==> src/rtl/hazard_controller.sv <==
// rtl/hazard_controller.sv - RV32I pipeline stall/flush sequencer with memory watchdog
// Optional HAZARD_PERF_CNT_EN adds Stall_Count / Flush_Count performance counters.
module hazard_controller #(
  parameter int MEM_TIMEOUT = 255,
  parameter int CNT_W       = 32
) (
  input  logic             clk,
  input  logic             reset,
  input  logic [4:0]       IF_ID_RS1,
  input  logic [4:0]       IF_ID_RS2,
  input  logic             IF_ID_UsesRS1,
  input  logic             IF_ID_UsesRS2,
  input  logic [4:0]       ID_EX_RD,
  input  logic             ID_EX_MemRead,
  input  logic             EX_BranchTaken,
  input  logic             MEM_Req,
  input  logic             MEM_Ready,
  output logic             PC_Write,
  output logic             IF_ID_Write,
  output logic             ID_EX_Write,
  output logic             EX_MEM_Write,
  output logic             MEM_WB_Write,
  output logic             IF_ID_Flush,
  output logic             ID_EX_Flush,
  output logic [1:0]       State,
`ifdef HAZARD_PERF_CNT_EN
  output logic [CNT_W-1:0] Stall_Count,
  output logic [CNT_W-1:0] Flush_Count,
`endif
  output logic             Mem_Timeout
);

  typedef enum logic [1:0] {
    ST_RUN      = 2'b00,
    ST_MEM_WAIT = 2'b01,
    ST_HALT     = 2'b11
  } state_e;

  localparam logic [15:0] TIMEOUT = 16'(MEM_TIMEOUT);

  state_e      state_q, state_d;
  logic [15:0] cnt_q, cnt_d;
  logic        timeout_q, timeout_d;

  logic load_use;
  logic mem_stall;

  assign load_use = ID_EX_MemRead && (ID_EX_RD != 5'd0) &&
                    ((IF_ID_UsesRS1 && (IF_ID_RS1 == ID_EX_RD)) ||
                     (IF_ID_UsesRS2 && (IF_ID_RS2 == ID_EX_RD)));
  assign mem_stall = MEM_Req && !MEM_Ready;

  always_ff @(posedge clk) begin
    if (reset) begin
      state_q   <= ST_RUN;
      cnt_q     <= 16'd0;
      timeout_q <= 1'b0;
    end else begin
      state_q   <= state_d;
      cnt_q     <= cnt_d;
      timeout_q <= timeout_d;
    end
  end

  always_comb begin
    state_d   = state_q;
    cnt_d     = cnt_q;
    timeout_d = timeout_q;
    case (state_q)
      ST_RUN: begin
        if (mem_stall) begin
          state_d = ST_MEM_WAIT;
          cnt_d   = 16'd1;
        end
      end
      ST_MEM_WAIT: begin
        if (mem_stall) begin
          if (cnt_q >= TIMEOUT) begin
            state_d   = ST_HALT;
            timeout_d = 1'b1;
          end else begin
            cnt_d = cnt_q + 16'd1;
          end
        end else begin
          state_d = ST_RUN;
          cnt_d   = 16'd0;
        end
      end
      default: begin
        state_d = ST_HALT;
      end
    endcase
  end

  // Leaving MEM_WAIT on a non-stalled cycle decodes exactly like RUN.
  always_comb begin
    PC_Write     = 1'b0;
    IF_ID_Write  = 1'b0;
    ID_EX_Write  = 1'b0;
    EX_MEM_Write = 1'b0;
    MEM_WB_Write = 1'b0;
    IF_ID_Flush  = 1'b0;
    ID_EX_Flush  = 1'b0;
    if (!reset && !mem_stall && (state_q != ST_HALT)) begin
      PC_Write     = 1'b1;
      IF_ID_Write  = 1'b1;
      ID_EX_Write  = 1'b1;
      EX_MEM_Write = 1'b1;
      MEM_WB_Write = 1'b1;
      if (EX_BranchTaken) begin
        IF_ID_Flush = 1'b1;
        ID_EX_Flush = 1'b1;
      end else if (load_use) begin
        PC_Write    = 1'b0;
        IF_ID_Write = 1'b0;
        ID_EX_Flush = 1'b1;
      end
    end
  end

  assign State       = state_q;
  assign Mem_Timeout = timeout_q;

`ifdef HAZARD_PERF_CNT_EN
  logic [CNT_W-1:0] stall_cnt_q, flush_cnt_q;

  always_ff @(posedge clk) begin
    if (reset) begin
      stall_cnt_q <= '0;
      flush_cnt_q <= '0;
    end else begin
      if (!PC_Write) stall_cnt_q <= stall_cnt_q + 1'b1;
      if (IF_ID_Flush) flush_cnt_q <= flush_cnt_q + 1'b1;
    end
  end

  assign Stall_Count = stall_cnt_q;
  assign Flush_Count = flush_cnt_q;
`endif

endmodule

==> config.mk <==
export PLATFORM = sky130hd
export DESIGN_NAME = hazard_controller
export DESIGN_NICKNAME = d
export VERILOG_FILES = /design/src/rtl/hazard_controller.sv
export SDC_FILE = /design/constraint.sdc
export NUM_CORES = 1
export LEC_CHECK = 0
export ABC_AREA = 1
export CAP_MARGIN = 20
export CORE_MARGIN = 2
export CORE_UTILIZATION = 40
export DETAILED_ROUTE_END_ITERATION = 8
export PLACE_DENSITY = 0.71
export SLEW_MARGIN = 25
export SYNTH_ARGS = -nofsm -noshare
export SYNTH_HDL_FRONTEND = slang
export SYNTH_SLANG_ARGS = --single-unit
==> constraint.sdc <==
create_clock -name clk -period 1.3 [get_ports clk]
set_input_delay 0.195 -clock clk [delete_from_list [all_inputs] [get_ports clk]]
set_output_delay 0.195 -clock clk [all_outputs]
set_load 0.01 [all_outputs]
; ---- Yosys cells after proc, flatten, opt, wreduce, memory -nomap -nowiden
; Index checks and enable logic that the tools add are counted.
[classes]
n_eq_ne = 7
n_lt_le_gt_ge = 1
n_addsub = 1
n_reduce_logical = 17
muxes = 17
[ops]
columns = op, n
row1 = two-way mux 16 bit, 3
row2 = one-hot mux 16 bit (2 select lines), 1
row3 = adder 16 x 1 -> 16 bit (second input constant), 1
row4 = greater-or-equal comparator 16 x 8 -> 1 bit (second input constant), 1
row5 = == test 5 bit, 2
row6 = two-way mux 1 bit, 9
row7 = logical AND 1 bit, 7
row8 = two-way mux 2 bit, 3
row9 = inequality test 3 bit (second input constant), 2
row10 = AND reduction 3 bit, 2
row11 = nonzero test 5 bit, 1
row12 = inequality test 2 bit (second input constant), 2
row13 = one-hot mux 2 bit (2 select lines), 1
row14 = zero test 1 bit, 3
row15 = == test 2 x 1 -> 1 bit (second input constant), 1
row16 = zero test 2 bit, 1
row17 = AND reduction 2 bit, 1
row18 = nonzero test 2 bit, 1
row19 = logical OR 1 bit, 1
[word_totals]
out_inout_bits = 10
reg_bits = 19
elab_cells = 46
inputBits = 23

; ---- Logic depth before layout (Yosys ltp)
; Gate-level depths: netlist of run 1.
[depth]
word_depth = 7
mapped_depth = 10
mapped_depth_nobuf = 10

; ---- Least setup slack after synthesis of run 1
; Ideal clock, no wire load.
[synth_timing]
path_kind = reg2reg
startpoint = reg cnt_q[0]
endpoint = reg cnt_q[2]
synth_period_minus_slack_ns = 1.328
setup_time_ns = 0.114
path_slack_ns = -0.028
t_required_ns = 1.186
t_arrival_ns = 1.214
path_buffers = 1
path_stages_with_launch = 11
path_cell_list = dfxtp_1 -> ha_1 -> nand3_2 -> clkinv_1 -> nand2_2 -> nand2_2 -> nand2_4 -> nand2_4 -> buf_8 -> nand2_1 -> a21oi_2
[synth_via]
elab_chain_cells = 4
word_cells_on_any_way = 7
classes_between = 1 x add/sub / 1 x order compare / 1 x eq/ne / 3 x mux / 1 x reduce/logical
[synth_lines]
columns = item, line_no
row1 = start: declaration, 42  ; logic [15:0] cnt_q, cnt_d;
row2 = start signal: assignment, 60  ; cnt_q <= cnt_d;
row3 = adder 16 x 1 -> 16 bit, 82  ; cnt_d = cnt_q + 16'd1;
row4 = two-way mux 16 bit, 78  ; if (cnt_q >= TIMEOUT) begin
row5 = two-way mux 16 bit, 77  ; if (mem_stall) begin
row6 = one-hot mux 16 bit (2 select lines), 69  ; case (state_q)
; Parallel ways exist; a longest one is shown, timed or not. The select of a mux whose other input is x is not followed.
; A chain may end at the register's enable or synchronous reset.

; ---- Worst setup path after layout of run 1
[layout_timing]
startpoint = reg state_q[0] (netlist: State[0])
endpoint = out EX_MEM_Write
[layout_via]
elab_chain_cells = 3
[layout_lines]
columns = item, line_no
row1 = start: declaration, 41  ; state_e state_q, state_d;
row2 = start signal: assignment, 59  ; state_q <= state_d;
row3 = inequality test 2 bit, 104  ; if (!reset && !mem_stall && (state_q != ST_HALT)) begin
row4 = logical AND 1 bit, 104
row5 = two-way mux 1 bit, 104
row6 = end: declaration, 21  ; output logic EX_MEM_Write,
; Every way passes these cells.

==> metrics.md, run 1 <==
| Metric | Value |
|---|---|
| Status | complete, but fails checks |
| Failing checks | setup timing |
| Worst-margin pin slew | 0.274 ns |
| Area Overhead vs Synth | 66.5% |
| Synth Area per Inst | 6.60 um2 |
| Die height | 58.1 um |
| Final min period | 1.39 ns |
| Max Fclk | 0.718 GHz |
| Pwr Total | 1.21 mW |
| # diodes | 0 |
| Drt initial violations | 57 |
| Initial Util | 42.4% |
| YS warnings | 0 |
| MaxCap Viol Count | 0 |
| First-pass GRT wire length | 4770 um |
| Netlist cell types | 25 |
| Max IR drop VDD | 0.000690 V |
| Hold WC Path Type | input pin to register |
| ANT nets after route | 0 |
| RSZ-0062 raised after global routing | true |
| Worst EP arrival | 1.20 ns |
| Pwr/cell area | 624 nW/um2 |
| Die Footprint | 3370 um2 |
| Final setup fails | 16 |
| Commonest non-fill, non-tap cell in the layout | nand2_1 |
| IO Port Bufs | 32 |
| TritonCTS Sinks | 19 |
| # hold bufs at CTS | 0 |
| Sequential share of the synthesized area | 32.5% |
| Gr ovfl total | 0 |
| GP Congestion | 0.833 |
| WL/cell | 12.8 um |
| Root Buffer | clkbuf_4 |
| GRT Util Overall | 18.0% |
| HPWL Detailed | 2000 um |
| Core area | 2760 um2 |
| Worst setup margin | -0.0923 ns |
| DRC errors left | 0 |
| Share of layout cells above drive strength 1 | 44.8% |
| CTS buffer count | 3 |
| Synthesized cell area | 1170 um2 |
| TNS Setup | -0.770 ns |
| Seq cells post-synth | 19 |
| Worst-skew pair later-pin latency | 0.31 ns |
| Pre-CTS setup slack | -0.740 ns |
| H-tree depth | 1 |
| CTS tree | built |
| Post-Layout Cell Count | 261 |
| Die width | 58.1 um |
| Layout net count | 255 |
| Worst R2R Setup Slack | -0.06 ns |
| Final wirelength | 3340 um |
| Crit Path Category | register to output pin |
| Max Slew Vio Count | 0 |
| Initial antenna violation count | 0 |
| Final hold vios | 0 |
| Final Cycle Share | 107% |
| CP Max Fanout | 5 |
| Vias per cell | 5.07 |
| Leak | 0.867 nW |
| Clock skew | 0.00144 ns |
| Number of detailed-route iterations in the first pass | 4 |
| Filler cells | 223 |
| Vias in the first global route | 1159 |
| Largest net degree at the start of global routing | 19 |
| Net Count, Synth | 201 |
| I/O Pins | 33 |
| Post-Synthesis Cells | 177 |
| Commonest cells after routing, fill and taps aside | nand2_1 (27), nor2_1 (26), inv_1 (16), buf_4 (15) |
| Via Count | 1322 |
| Startpoint Class | register |
| Required time worst endpoint | 1.11 ns |
| Clock transition at the registers of the reported paths | 0.11 ns |
| CTS max path bufs | 2 |
| Slew margin rel. | 81.7% |
| Row count | 19 |
| Placed insts | 250 |
| Crit end category | output pin |
synth_stat cells (all sizes together):
master	instances	area, um2
nand2	49	209
nor2	33	141
inv	23	86.3
dfxtp	19	380
nand3	15	80.1
a21oi	12	71.3
buf	7	71.3
xor2	5	43.8
nand4	4	25.0
o21ai	4	20.0
clkbuf	1	3.75
clkinv	1	3.75
ha	1	12.5
nor3	1	5.00
o21a	1	7.51
o21bai	1	7.51
sequential cells by signal (all words and copies together) (netlist names):
name         flops
cnt_q           16
State            2
Mem_Timeout      1
area by class of cell:
| type | count | area (um2) | area share [%] |
|---|---|---|---|
| clock buffer | 3 | 22.5 | 1.16 |
| sequential | 19 | 388 | 19.9 |
| multi-input combinational | 128 | 876 | 45.0 |
| inverter | 24 | 97.6 | 5.02 |
| clock inverter | 1 | 7.51 | 0.386 |
| tap | 31 | 38.8 | 1.99 |
| timing repair buffer | 55 | 515 | 26.5 |
metrics by stage:
step                util, %  instance area, um2  hold WS [ns]
finish                 70.6                1950         0.432
global route           70.6                1950         0.454
CTS                    61.7                1700         0.442
detailed placement     58.1                1600         0.430
global placement       58.1                1600         0.426
floorplan                 -                1170         0.382
worst paths after layout:
path / start / end / cells after the start
min reg2reg: cnt_q[8]$_SDFFE_PP0P_ / cnt_q[8]$_SDFFE_PP0P_ / 2
max: State[0]$_SDFFE_PP0P_ / EX_MEM_Write / 4
max reg2reg: cnt_q[2]$_SDFFE_PP0P_ / cnt_q[1]$_SDFFE_PP0P_ / 8
min: MEM_Ready / State[0]$_SDFFE_PP0P_ / 5
per-layer routing:
layer	part of all wire [%]	GRT usage, %	up-vias
li1	-	-	656
met1	39	21.4	599
met2	50	31.7	52
met3	7.5	4.02	15
met4	3.0	6.64	0
met5	0	0	-
timing repair:
item | 4_1_cts | 5_1_grt
setup endpoints to repair | 26 | 24
pin swaps | 17 | 34
setup buffers | 1 | 4
gates resized for setup | 73 | 69
cloned | 3 | 0
where the power goes:
part,switching (mW),total [mW],internal [mW],leakage [nW]
Sequential,0.00396,0.591,0.587,0.156
Combinational,0.152,0.304,0.152,0.697
Clock,0.202,0.319,0.118,0.0139
worst max-delay path, cell delays in order, from the launching register on:
cell and delay [ns]:
dfxtp_2 0.34, a21oi_2 0.13, nand2_2 0.07, inv_4 0.07
dlygate4sd2_1 0.26
cells by family (layout without fill, tap and decap cells):
logic type / count (synthesis) / count (layout) / synth area share [%]
AND/OR/NAND/NOR: 102 / 104 / 39.4
AO/OA/AOI/OAI: 18 / 18 / 9.10
adder cells (fa/ha/maj): 1 / 1 / 1.07
flip-flops: 19 / 19 / 32.5
buffers and inverters: 32 / 83 / 14.1
XOR/XNOR: 5 / 5 / 3.75
No activity file was read; power rests on OpenSTA's default activity.
==> inputs of run 2 (changes only) <==
--- a/config.mk
+++ b/config.mk
@@ -9,6 +9,7 @@
 export CAP_MARGIN = 20
 export CORE_MARGIN = 2
 export CORE_UTILIZATION = 40
+export CTS_CLUSTER_DIAMETER = 60
 export DETAILED_ROUTE_END_ITERATION = 8
 export PLACE_DENSITY = 0.71
 export SLEW_MARGIN = 25
==> results of run 2 <==
No change in the layout: final DEF, timing and power equal those of run 1.
